File: src/rtl/puf_eval_if.sv
// Host-side request/response bundle for the PUF evaluation controller.
// The controller takes the slave modport; the challenge source takes the master modport.
interface puf_eval_if #(
    parameter int CW = 8,
    parameter int RW = 8
);
    logic          req_valid;
    logic          req_ready;
    logic [CW-1:0] req_challenge;
    logic          abort;
    logic          rsp_valid;
    logic          rsp_ready;
    logic [RW-1:0] rsp_data;
    logic [RW-1:0] rsp_unstable;
    logic          busy;

    modport master (
        output req_valid, req_challenge, abort, rsp_ready,
        input  req_ready, rsp_valid, rsp_data, rsp_unstable, busy
    );

    modport slave (
        input  req_valid, req_challenge, abort, rsp_ready,
        output req_ready, rsp_valid, rsp_data, rsp_unstable, busy
    );
endinterface

File: src/rtl/puf_eval_controller.sv
// Sequences an RO PUF array through clear -> measure -> settle -> capture per request.
// Define PUF_MAJORITY_VOTE_EN to run NUM_EVALS passes and majority-vote each response bit.
module puf_eval_controller #(
    parameter int CW            = 8,
    parameter int RW            = 8,
    parameter int CLEAR_CYCLES  = 4,
    parameter int MEAS_CYCLES   = 1024,
    parameter int SETTLE_CYCLES = 2,
    parameter int NUM_EVALS     = 3
) (
    input  logic          clk,
    input  logic          reset,
    puf_eval_if.slave     host,
    output logic [CW-1:0] puf_challenge,
    output logic          puf_reset,
    output logic          puf_en,
    input  logic [RW-1:0] puf_response
);

    typedef enum logic [2:0] {
        S_IDLE,
        S_CLEAR,
        S_MEAS,
        S_SETTLE,
        S_CAPTURE,
        S_DONE
    } state_t;

    localparam int MAX_A   = (CLEAR_CYCLES > MEAS_CYCLES) ? CLEAR_CYCLES : MEAS_CYCLES;
    localparam int MAX_CYC = (MAX_A > SETTLE_CYCLES) ? MAX_A : SETTLE_CYCLES;
    localparam int CNT_W   = $clog2(MAX_CYC) + 1;

    localparam logic [CNT_W-1:0] CLEAR_LOAD  = CNT_W'(CLEAR_CYCLES - 1);
    localparam logic [CNT_W-1:0] MEAS_LOAD   = CNT_W'(MEAS_CYCLES - 1);
    localparam logic [CNT_W-1:0] SETTLE_LOAD = CNT_W'(SETTLE_CYCLES - 1);

    // An even vote count has no majority; this empty block makes a bad setting easy to spot.
    if ((NUM_EVALS % 2) == 0) begin : g_num_evals_must_be_odd
    end

    state_t         state_q, state_d;
    logic [CNT_W-1:0] cnt_q, cnt_d;
    logic [CW-1:0]  chal_q, chal_d;
    logic [RW-1:0]  rsp_data_q, rsp_data_d;
    logic           req_ready_q, req_ready_d;
    logic           busy_q, busy_d;
    logic           rsp_valid_q, rsp_valid_d;
    logic           puf_reset_q, puf_reset_d;
    logic           puf_en_q, puf_en_d;

`ifdef PUF_MAJORITY_VOTE_EN
    localparam int VW = $clog2(NUM_EVALS + 1);
    localparam int EW = $clog2(NUM_EVALS + 1);
    localparam logic [VW-1:0] VOTE_HALF  = VW'(NUM_EVALS / 2);
    localparam logic [VW-1:0] VOTE_ALL   = VW'(NUM_EVALS);
    localparam logic [EW-1:0] EVAL_LAST  = EW'(NUM_EVALS - 1);

    logic [RW-1:0][VW-1:0] vote_q, vote_d, vote_sum;
    logic [EW-1:0]         eval_q, eval_d;
    logic [RW-1:0]         unst_q, unst_d;
    logic [RW-1:0]         maj_bits, unst_bits;

    // Per-bit tallies including the response being captured this cycle.
    for (genvar gi = 0; gi < RW; gi++) begin : g_vote
        assign vote_sum[gi]  = vote_q[gi] + VW'(puf_response[gi]);
        assign maj_bits[gi]  = (vote_sum[gi] > VOTE_HALF);
        assign unst_bits[gi] = (vote_sum[gi] != '0) && (vote_sum[gi] != VOTE_ALL);
    end
`endif

    always_comb begin
        state_d    = state_q;
        cnt_d      = cnt_q;
        chal_d     = chal_q;
        rsp_data_d = rsp_data_q;
`ifdef PUF_MAJORITY_VOTE_EN
        vote_d     = vote_q;
        eval_d     = eval_q;
        unst_d     = unst_q;
`endif

        case (state_q)
            S_IDLE: begin
                if (host.req_valid && req_ready_q) begin
                    state_d = S_CLEAR;
                    cnt_d   = CLEAR_LOAD;
                    chal_d  = host.req_challenge;
`ifdef PUF_MAJORITY_VOTE_EN
                    vote_d  = '0;
                    eval_d  = '0;
`endif
                end
            end
            S_CLEAR: begin
                if (cnt_q == '0) begin
                    state_d = S_MEAS;
                    cnt_d   = MEAS_LOAD;
                end else begin
                    cnt_d   = cnt_q - CNT_W'(1);
                end
            end
            S_MEAS: begin
                if (cnt_q == '0) begin
                    state_d = S_SETTLE;
                    cnt_d   = SETTLE_LOAD;
                end else begin
                    cnt_d   = cnt_q - CNT_W'(1);
                end
            end
            S_SETTLE: begin
                if (cnt_q == '0) begin
                    state_d = S_CAPTURE;
                end else begin
                    cnt_d   = cnt_q - CNT_W'(1);
                end
            end
            S_CAPTURE: begin
`ifdef PUF_MAJORITY_VOTE_EN
                vote_d = vote_sum;
                if (eval_q == EVAL_LAST) begin
                    state_d    = S_DONE;
                    rsp_data_d = maj_bits;
                    unst_d     = unst_bits;
                end else begin
                    state_d    = S_CLEAR;
                    cnt_d      = CLEAR_LOAD;
                    eval_d     = eval_q + EW'(1);
                end
`else
                state_d    = S_DONE;
                rsp_data_d = puf_response;
`endif
            end
            S_DONE: begin
                if (host.rsp_ready) begin
                    state_d = S_IDLE;
                end
            end
            default: begin
                state_d = S_IDLE;
            end
        endcase

        // Abort overrides everything outside IDLE, including a coincident response handshake.
        if (host.abort && (state_q != S_IDLE)) begin
            state_d = S_IDLE;
            cnt_d   = '0;
`ifdef PUF_MAJORITY_VOTE_EN
            vote_d  = '0;
            eval_d  = '0;
`endif
        end

        req_ready_d = (state_d == S_IDLE);
        busy_d      = (state_d != S_IDLE);
        rsp_valid_d = (state_d == S_DONE);
        puf_reset_d = (state_d == S_IDLE) || (state_d == S_CLEAR);
        puf_en_d    = (state_d == S_MEAS);
    end

    always_ff @(posedge clk or negedge reset) begin
        if (!reset) begin
            state_q     <= S_IDLE;
            cnt_q       <= '0;
            chal_q      <= '0;
            rsp_data_q  <= '0;
            req_ready_q <= 1'b0;
            busy_q      <= 1'b0;
            rsp_valid_q <= 1'b0;
            puf_reset_q <= 1'b1;
            puf_en_q    <= 1'b0;
        end else begin
            state_q     <= state_d;
            cnt_q       <= cnt_d;
            chal_q      <= chal_d;
            rsp_data_q  <= rsp_data_d;
            req_ready_q <= req_ready_d;
            busy_q      <= busy_d;
            rsp_valid_q <= rsp_valid_d;
            puf_reset_q <= puf_reset_d;
            puf_en_q    <= puf_en_d;
        end
    end

`ifdef PUF_MAJORITY_VOTE_EN
    always_ff @(posedge clk or negedge reset) begin
        if (!reset) begin
            vote_q <= '0;
            eval_q <= '0;
            unst_q <= '0;
        end else begin
            vote_q <= vote_d;
            eval_q <= eval_d;
            unst_q <= unst_d;
        end
    end

    assign host.rsp_unstable = unst_q;
`else
    assign host.rsp_unstable = '0;
`endif

    assign host.req_ready = req_ready_q;
    assign host.busy      = busy_q;
    assign host.rsp_valid = rsp_valid_q;
    assign host.rsp_data  = rsp_data_q;
    assign puf_challenge  = chal_q;
    assign puf_reset      = puf_reset_q;
    assign puf_en         = puf_en_q;

endmodule

File: src/flat_wrapper.sv
// flat-port wrapper written by rule: the top's interface ports become plain ports
module puf_eval_controller_flat 
#(
    parameter int CW            = 8,
    parameter int RW            = 8,
    parameter int CLEAR_CYCLES  = 4,
    parameter int MEAS_CYCLES   = 1024,
    parameter int SETTLE_CYCLES = 2,
    parameter int NUM_EVALS     = 3
)
  (clk, reset, puf_challenge, puf_reset, puf_en, puf_response, host_req_valid, host_req_challenge, host_abort, host_rsp_ready, host_req_ready, host_rsp_valid, host_rsp_data, host_rsp_unstable, host_busy);
  puf_eval_if #(.CW(CW), .RW(RW)) host_i ();
  input  logic clk;
  input  logic reset;
  output logic [CW-1:0] puf_challenge;
  output logic puf_reset;
  output logic puf_en;
  input  logic [RW-1:0] puf_response;
  input wire logic [$bits(host_i.req_valid)-1:0] host_req_valid;
  input wire logic [$bits(host_i.req_challenge)-1:0] host_req_challenge;
  input wire logic [$bits(host_i.abort)-1:0] host_abort;
  input wire logic [$bits(host_i.rsp_ready)-1:0] host_rsp_ready;
  output wire logic [$bits(host_i.req_ready)-1:0] host_req_ready;
  output wire logic [$bits(host_i.rsp_valid)-1:0] host_rsp_valid;
  output wire logic [$bits(host_i.rsp_data)-1:0] host_rsp_data;
  output wire logic [$bits(host_i.rsp_unstable)-1:0] host_rsp_unstable;
  output wire logic [$bits(host_i.busy)-1:0] host_busy;
  assign host_i.req_valid = host_req_valid;
  assign host_i.req_challenge = host_req_challenge;
  assign host_i.abort = host_abort;
  assign host_i.rsp_ready = host_rsp_ready;
  assign host_req_ready = host_i.req_ready;
  assign host_rsp_valid = host_i.rsp_valid;
  assign host_rsp_data = host_i.rsp_data;
  assign host_rsp_unstable = host_i.rsp_unstable;
  assign host_busy = host_i.busy;
  puf_eval_controller #(.CW(CW), .RW(RW), .CLEAR_CYCLES(CLEAR_CYCLES), .MEAS_CYCLES(MEAS_CYCLES), .SETTLE_CYCLES(SETTLE_CYCLES), .NUM_EVALS(NUM_EVALS)) u_core (.clk(clk), .reset(reset), .host(host_i), .puf_challenge(puf_challenge), .puf_reset(puf_reset), .puf_en(puf_en), .puf_response(puf_response));
endmodule
File: config.mk
export PLATFORM = sky130hd
export DESIGN_NAME = puf_eval_controller_flat
export DESIGN_NICKNAME = d
export VERILOG_FILES = /design/src/rtl/puf_eval_if.sv /design/src/rtl/puf_eval_controller.sv /design/src/flat_wrapper.sv
export SDC_FILE = /design/constraint.sdc
export NUM_CORES = 1
export LEC_CHECK = 0
export CORE_UTILIZATION = 30
export CTS_CLUSTER_DIAMETER = 100
export DETAILED_ROUTE_END_ITERATION = 16
export PLACE_DENSITY = 0.63
export REMOVE_ABC_BUFFERS = 1
export SLEW_MARGIN = 20
export SYNTH_ARGS = -nofsm -noshare
export SYNTH_HDL_FRONTEND = slang
export SYNTH_SLANG_ARGS = --single-unit
File: constraint.sdc
create_clock -name clk -period 2.4 [get_ports clk]
set_input_delay 0.48 -clock clk [delete_from_list [all_inputs] [get_ports clk]]
set_output_delay 0.48 -clock clk [all_outputs]
set_load 0.03 [all_outputs]
==> metrics.yaml, run 1 <==
dieHeight_um: 81.3
status: "finished clean"
yosys.area.top_type_share_pct: 45.1
clock_skew_ns: 0.00765
yosysSeqAreaShare_pct: 46.5
rsz0062_at_grt: "false"
synth_ff_type: "dfrtp_1"
hold_class: "input pin to asynchronous set/reset pin"
drt-initial-drc-count: 107
first_pass_iters: 4
ys_warn_count: 0
wl_um: 4250
arrival_ns: 2.41
cts_max_level: 2
p_per_area_nw_per_um2: 1390
slew_violations: 0
tns_ns: 0
vias: 1542
synth_area_um2: 1890
cts_root_buf: "clkbuf_8"
cp-end-kind: "flip-flop"
vias_per_cell: 5.09
diodes: 0
portBuffers: 41
async_flop_share_pct: 100
cp.required_ns: 2.57
cp-start-kind: "flip-flop"
num_rows: 28
avgSynthCellArea_um2: 10.4
cts_tree: "built"
critical_path_class: "flip-flop to flip-flop"
cts_max_path_buffers: 2
clk_latency_ns: 0.29
dp.cells: 295
synth_seq_cells: 35
synth_area_leaders: "dfrtp_1 45%, mux2_2 9.6%, nand3_1 3.2%"
routedWlPerCell_um: 14.0
yosysUniqueCellTypes: 51
timing.hold.ws_ns: 0.263
overflow: 0
cts.clk_slew.worst_paths_ns: 0.07
antenna_violating_nets_post_route: 0
post-cts-setup-buffers: 0
design.die.area_um2: 6610
layout_min_cycle_time_ns: 2.23
gp_congestion: 0.776
drive_gt1_share_pct: 19.3
crit_path_max_fanout: 8
fin_cells: 303
die-width_um: 81.3
post-route-period-util_pct: 93.0
synth_top_cell_by_area: "dfrtp_1"
syn_inst: 181
drc: 0
max_freq_mhz: 448
start_util_pct: 31.5
grt_max_degree: 36
synthToLayoutAreaGrowth_pct: 29.8
core_area_um2: 5990
synth_edf_count: 0
finalNetCount: 250
ir_worst_vdd_mv: 0.607
hold_violations: 0
cts_num_sinks: 35
antenna_found_initial: 0
grt_pass1_vias: 1452
hpwl_um: 2930
p_leak_nw: 1.02
grtUsageTotal_pct: 14.1
worstMarginPinSlew_ns: 0.763
finalSetupViolations: 0
grt_pass1_wl_um: 7010
cts_made_buffers: 5
maxSlewHeadroom_pct: 49.1
drv_cap: 0
ios: 50
## per-layer routing
metal  wire length (um)  vias up  track usage (%)
met5                  0        -                0
met1               2080      747             19.9
li1                   -      744                -
met3                202        7             3.15
met4                 49        0             4.82
met2               1930       44             20.8
## cell usage in the layout, fill, tap and decap left out, types with 2 or more instances in the layout
master / Yosys / final
clkinv_2: 0 / 3
nor4b_1: 2 / 2
nor4_1: 2 / 2
ha_1: 2 / 2
nand3_1: 12 / 12
nor4_2: 2 / 2
clkdlybuf4s50_1: 0 / 40
a221oi_1: 2 / 2
a21oi_1: 8 / 8
dfrtp_1: 34 / 34
or3_1: 2 / 2
o31ai_1: 2 / 2
nor2b_1: 2 / 2
nand2_1: 8 / 8
nor3_1: 7 / 7
nor2_1: 16 / 16
nand4_1: 3 / 3
clkbuf_8: 0 / 5
and3b_1: 2 / 2
buf_4: 8 / 8
a222oi_1: 5 / 5
and3_1: 2 / 2
mux2_2: 16 / 16
nor3b_1: 2 / 2
inv_1: 6 / 6
or2_2: 3 / 3
conb_1: 1 / 8
## kinds of logic (layout without fill, tap and decap cells)
kind of cell | after synthesis | after routing | synth area share (%)
DFF | 35 | 35 | 46.5
adders and majority gates | 2 | 2 | 1.33
buffers and inverters | 23 | 63 | 7.10
muxes | 17 | 17 | 10.1
other | 1 | 8 | 0.199
AOI/OAI and AO/OA | 31 | 31 | 12.8
and+or+nand+nor | 71 | 71 | 21.5
xor gates and xnor gates | 1 | 1 | 0.465
## through the flow
| stage | cell area (um^2) | util, % | setup slack (ns) | power (mW) |
|---|---|---|---|---|
| after floorplan | 1800 | - | 0.409 | 2.30 |
| after global placement | 2360 | 39.4 | 0.241 | 2.96 |
| after detailed placement | 2360 | 39.4 | 0.156 | 2.99 |
| after CTS | 2440 | 40.8 | 0.126 | 3.41 |
| after global routing | 2450 | 40.9 | 0.0237 | 3.66 |
| final | 2450 | 40.9 | 0.167 | 3.41 |
## where the power goes
group          total, mW  internal, mW  switching (mW)
combinational       1.96         0.869            1.09
sequential          1.04         0.829           0.215
clock              0.414         0.198           0.216
## repair_timing
action	in CTS	in global routing
hold buffers	0	0
setup endpoints to repair	0	4
gates resized for setup	0	1
## registers in the layout, indices dropped and copies added (netlist names)
name                   count
u_core.cnt_q              11
u_core.host.busy           1
u_core.puf_challenge       8
u_core.puf_reset           1
u_core.host.rsp_valid      1
u_core.host.rsp_data       8
u_core.host.req_ready      1
u_core.state_q             3
u_core.puf_en              1
## synthesized netlist by cell type, types with 2 or more instances
cell type,n
buf_1,2
buf_6,2
buf_2,2
and3b_1,2
nor2_1,16
inv_1,6
nor4_1,2
dfrtp_1,34
nand2_1,8
nor4b_1,2
a222oi_1,5
o31ai_1,2
ha_1,2
buf_4,8
nor4_2,2
nand3_1,12
a221oi_1,2
and3_1,2
clkbuf_1,3
nand4_1,3
nor3_1,7
or2_2,3
a21oi_1,8
or3_1,2
mux2_2,16
nor2b_1,2
nor3b_1,2
## final cells by class
class,instances,area [um^2]
Fill cell,583,3540
Multi-Input combinational cell,130,905
Sequential cell,35,877
Timing Repair Buffer,49,465
Tap cell,75,93.8
Clock buffer,5,68.8
Inverter,6,22.5
Clock inverter,3,15.0
## worst paths after layout
| path | from | end | slack [ns] | cells past startpoint |
|---|---|---|---|---|
| max reg2reg | u_core.cnt_q[0] | u_core.cnt_q[6] | 0.17 | 6 |
| min in group clk | u_core.host.rsp_data[5] | u_core.host.rsp_data[5] | 0.51 | 1 |
| min reg2reg | u_core.host.rsp_data[5] | u_core.host.rsp_data[5] | 0.51 | 1 |
| max in group asynchronous | reset | u_core.host.rsp_data[6] | 1.65 | 1 |
| max | u_core.cnt_q[0] | u_core.cnt_q[6] | 0.17 | 6 |
| min | reset | u_core.host.rsp_valid | 0.26 | 1 |
## critical path, stage by stage, from the launching register on
cell      delay [ns]
dfrtp_1         0.39
inv_1           0.12
ha_1            0.19
or4b_4          0.51
nor4_2          0.30
o21ai_2         0.20
a222oi_1        0.40
Power figures use the tool's default switching activity.
==> inputs of run 2 (changes only) <==
==> constraint.sdc (replaced) <==
create_clock -name clk -period 2.4 [get_ports clk]
set_input_delay 0.36 -clock clk [delete_from_list [all_inputs] [get_ports clk]]
set_output_delay 0.36 -clock clk [all_outputs]
set_load 0.03 [all_outputs]
==> metrics.yaml, run 2 (synthesis results as in run 1) <==
fin_ws_ns: 0.198
crit_path_max_fanout: 8
ir_worst_vdd_mv: 0.574
largest-register: "u_core.cnt_q"
path_cells: "inv_1 > ha_1 > or4b_4 > nor4_2 > o21ai_2 > a222oi_1"
crit_slowest_cell: "or4b_4"
cp.required_ns: 2.58
p_leak_nw: 1.05
antenna_violating_nets_post_route: 0
dieHeight_um: 81.3
overflow: 0
cts_tree: "built"
hpwl_um: 2910
start_util_pct: 31.5
num_rows: 28
cts_made_buffers: 5
cp-end-kind: "flip-flop"
drv_cap: 0
rsz0062_at_grt: "false"
internal-power_mw: 2.07
grt_pass1_wl_um: 6570
diodes: 0
vias_per_cell: 5.07
max_stage_delay_ns: 0.51
cts_root_buf: "clkbuf_8"
cts_num_sinks: 35
p_per_area_nw_per_um2: 1430
finalSetupViolations: 0
cts_max_level: 2
seqPwrFrac_pct: 28.9
switching_share_pct: 41.9
final_cell_mix: "40 x clkdlybuf4s50_1, 34 x dfrtp_1, 16 x nor2_1, 16 x mux2_2, 12 x nand3_1"
holdBufCountCts: 0
mostFrequentLayoutCell: "clkdlybuf4s50_1"
layout_min_cycle_time_ns: 2.20
rr_worst_depth: 6
antenna_found_initial: 0
status: "finished clean"
clkPwrFrac_pct: 15.4
hold_violations: 0
arrival_ns: 2.38
grt_pass1_vias: 1410
ios: 50
vias: 1546
area.sequential_um2: 877
slew_violations: 0
maxSlewHeadroom_pct: 46.9
design.die.area_um2: 6610
post-route-period-util_pct: 91.8
p_sw_mw: 1.49
drc: 0
dp_slack_ns: 0.158
core_area_um2: 5990
worstMarginPinSlew_ns: 0.797
critical_path_class: "flip-flop to flip-flop"
drive_gt1_share_pct: 20.0
tns_ns: 0
finalNetCount: 252
gp_congestion: 0.757
largest_register_ffs: 11
routedWlPerCell_um: 13.2
multi_input_area_um2: 905
cp-start-kind: "flip-flop"
wl_um: 4040
grt_max_degree: 36
first_pass_iters: 4
max_freq_mhz: 454
clock_skew_ns: 0.00576
clk_latency_ns: 0.29
hold_class: "input pin to asynchronous set/reset pin"
cts.clk_slew.worst_paths_ns: 0.07
grtUsageTotal_pct: 13.1
synthToLayoutAreaGrowth_pct: 32.4
combPwrFrac_pct: 55.7
die-width_um: 81.3
nFillCells: 584
drt-initial-drc-count: 117
cts_max_path_buffers: 2
portBuffers: 41
==> run 2: layout make-up <==
cell class | count | area share, %
multi-input combinational | 130 | 36.2
sequential | 35 | 35.1
timing repair buffer | 51 | 19.2
tap | 75 | 3.76
clock buffer | 6 | 3.31
clock inverter | 2 | 1.40
inverter | 6 | 0.902
==> run 2: worst paths after layout <==
path	startpoint	endpoint	slack, ns
worst max-delay path	u_core.cnt_q[0]	u_core.cnt_q[6]	0.20
min in group clk	u_core.host.rsp_data[2]	u_core.host.rsp_data[2]	0.51
worst max register to register	u_core.cnt_q[0]	u_core.cnt_q[6]	0.20
max in group asynchronous	reset	u_core.host.rsp_data[3]	1.74
worst min-delay path	reset	u_core.cnt_q[7]	0.15
worst min register to register	u_core.host.rsp_data[2]	u_core.host.rsp_data[2]	0.51
==> run 2: power groups by stage <==
stage | Clock (mW) | Combinational, mW | Sequential (mW)
after floorplan | 0 | 0.997 | 1.30
after global placement | 0 | 1.97 | 1.04
after detailed placement | 0 | 1.99 | 1.04
after CTS | 0.564 | 1.99 | 1.03
after global routing | 0.588 | 2.15 | 1.07
final | 0.548 | 1.98 | 1.03
==> run 2: worst max-delay path: cells and delay by family (launching register included) <==
family | cells | cell delay (ns)
buf+inv | 1 | 0.12
simple gates | 2 | 0.82
fa+ha+maj | 1 | 0.20
flops | 1 | 0.39
compound gates | 2 | 0.57
==> run 2: routing by layer <==
metal  track usage [%]  part of all wire (%)  up-vias
li1                  -                     -      753
met2              20.8                    48       46
met4              5.36                   1.6        0
met3              3.26                   5.8        7
met1              16.9                    44      740
met5                 0                     0        -
==> run 2: what timing repair did <==
action / CTS / global route
gates resized for setup: 0 / 1
setup buffers: 0 / 0
endpoints found under the setup margin: 0 / 4
==> run 2: per-stage QoR <==
| step | total power, mW | hold slack, ns | std cells | util (%) | area (um^2) |
|---|---|---|---|---|---|
| after floorplan | 2.30 | 0.0644 | 171 | - | 1800 |
| after global placement | 3.00 | 0.487 | 297 | 39.6 | 2370 |
| after detailed placement | 3.03 | 0.495 | 297 | 39.6 | 2370 |
| after CTS | 3.59 | 0.194 | 305 | 41.6 | 2490 |
| after global routing | 3.81 | 0.230 | 305 | 41.7 | 2500 |
| final | 3.56 | 0.154 | 305 | 41.7 | 2500 |
==> inputs of run 3 (changes only) <==
Settings changed: CORE_MARGIN set to 2.
==> metrics.yaml, run 3 (synthesis results as in run 1) <==
status: "finished clean"
cts_num_sinks: 35
worstMarginPinSlew_ns: 0.635
final_area_um2: 2460
vias: 1547
cp.required_ns: 2.58
antenna_found_initial: 0
cts_max_level: 2
dieHeight_um: 83.3
cts.clk_slew.worst_paths_ns: 0.08
drive_gt1_share_pct: 19.2
ir_worst_vdd_mv: 0.633
diodes: 0
cp-start-kind: "flip-flop"
clock_skew_ns: 0.00838
post-cts-setup-buffers: 0
grt_pass1_wl_um: 7380
fin_cells: 304
dp_slack_ns: 0.175
critical_path_class: "flip-flop to flip-flop"
routedWlPerCell_um: 14.5
place_area_um2: 2370
slew_violations: 0
largest-register: "u_core.cnt_q"
layout_min_cycle_time_ns: 2.19
vias_per_cell: 5.09
regToRegSetupSlack_ns: 0.21
drc: 0
dp.cells: 296
arrival_ns: 2.37
cts_made_buffers: 5
start_util_pct: 31.5
grtUsageTotal_pct: 13.0
rsz0062_at_grt: "false"
crit_path_max_fanout: 8
ios: 50
drt-initial-drc-count: 111
wl_um: 4390
fin_ws_ns: 0.209
cts_resized: 0
finalSetupViolations: 0
max_stage_delay_ns: 0.51
num_rows: 28
max_freq_mhz: 456
design.die.area_um2: 6940
cts_root_buf: "clkbuf_8"
drv_cap: 0
nFillCells: 583
cp-end-kind: "flip-flop"
crit_slowest_cell: "or4b_4"
grt_max_degree: 36
maxSlewHeadroom_pct: 57.5
p_leak_nw: 1.03
post-route-period-util_pct: 91.3
core_area_um2: 5990
cts_tree: "built"
p_per_area_nw_per_um2: 1400
hold_class: "input pin to asynchronous set/reset pin"
hpwl_um: 3030
finalPower_mw: 3.45
largest_register_ffs: 11
portBuffers: 41
final_cell_mix: "41 x clkdlybuf4s50_1, 34 x dfrtp_1, 16 x nor2_1, 16 x mux2_2, 12 x nand3_1"
first_pass_iters: 7
cts_max_path_buffers: 2
antenna_violating_nets_post_route: 0
mostFrequentLayoutCell: "clkdlybuf4s50_1"
path_cells: "inv_1 > ha_1 > or4b_4 > nor4_2 > o21ai_2 > a222oi_1"
finalNetCount: 251
grt_pass1_vias: 1515
gp_congestion: 0.802
clk_latency_ns: 0.29
synthToLayoutAreaGrowth_pct: 30.5
die-width_um: 83.3
overflow: 0
holdBufCountCts: 0
hold_violations: 0
tns_ns: 0
## run 3: area by class of cell
cell class,count,area [um^2],share of cell area (%)
Multi-Input combinational cell,130,905,36.8
Sequential cell,35,877,35.7
Timing Repair Buffer,50,478,19.4
Tap cell,75,93.8,3.81
Clock buffer,5,68.8,2.80
Inverter,6,22.5,0.916
Clock inverter,3,15.0,0.610
## run 3: where the power goes
| group | internal (mW) | switching (mW) | total (mW) |
|---|---|---|---|
| logic | 0.899 | 1.09 | 1.99 |
| clock network | 0.199 | 0.221 | 0.420 |
| registers | 0.828 | 0.211 | 1.04 |
| total | 1.93 | 1.52 | 3.45 |
## run 3: critical path: cells and delay by family, from the launching register on
kind / cells / cell delay [ns]
AND/OR/NAND/NOR: 2 / 0.80
flip-flops: 1 / 0.39
buffers and inverters: 1 / 0.13
AO/OA/AOI/OAI: 2 / 0.58
adder cells (fa/ha/maj): 1 / 0.19
## run 3: metrics by stage
step	util, %	hold slack, ns
5_1_grt	41.1	0.521
4_1_cts	41.0	0.509
3_3_place_gp	39.6	0.488
3_5_place_dp	39.6	0.495
2_1_floorplan	-	0.0644
6_report	41.1	0.496
## run 3: worst paths after layout
kind | start | to | cells after the start
worst min-delay path | reset | u_core.puf_en | 2
worst max register to register | u_core.cnt_q[0] | u_core.cnt_q[6] | 6
worst min register to register | u_core.host.rsp_data[1] | u_core.host.rsp_data[1] | 1
worst max-delay path | u_core.cnt_q[0] | u_core.cnt_q[6] | 6
max in group asynchronous | reset | u_core.puf_reset | 2
min in group clk | u_core.host.rsp_data[1] | u_core.host.rsp_data[1] | 1
## run 3: per-layer routing
layer	GRT usage (%)	share of wire (%)
met4	4.02	0.48
met2	20.9	48
met1	16.8	46
met3	3.78	5.9
met5	0	0
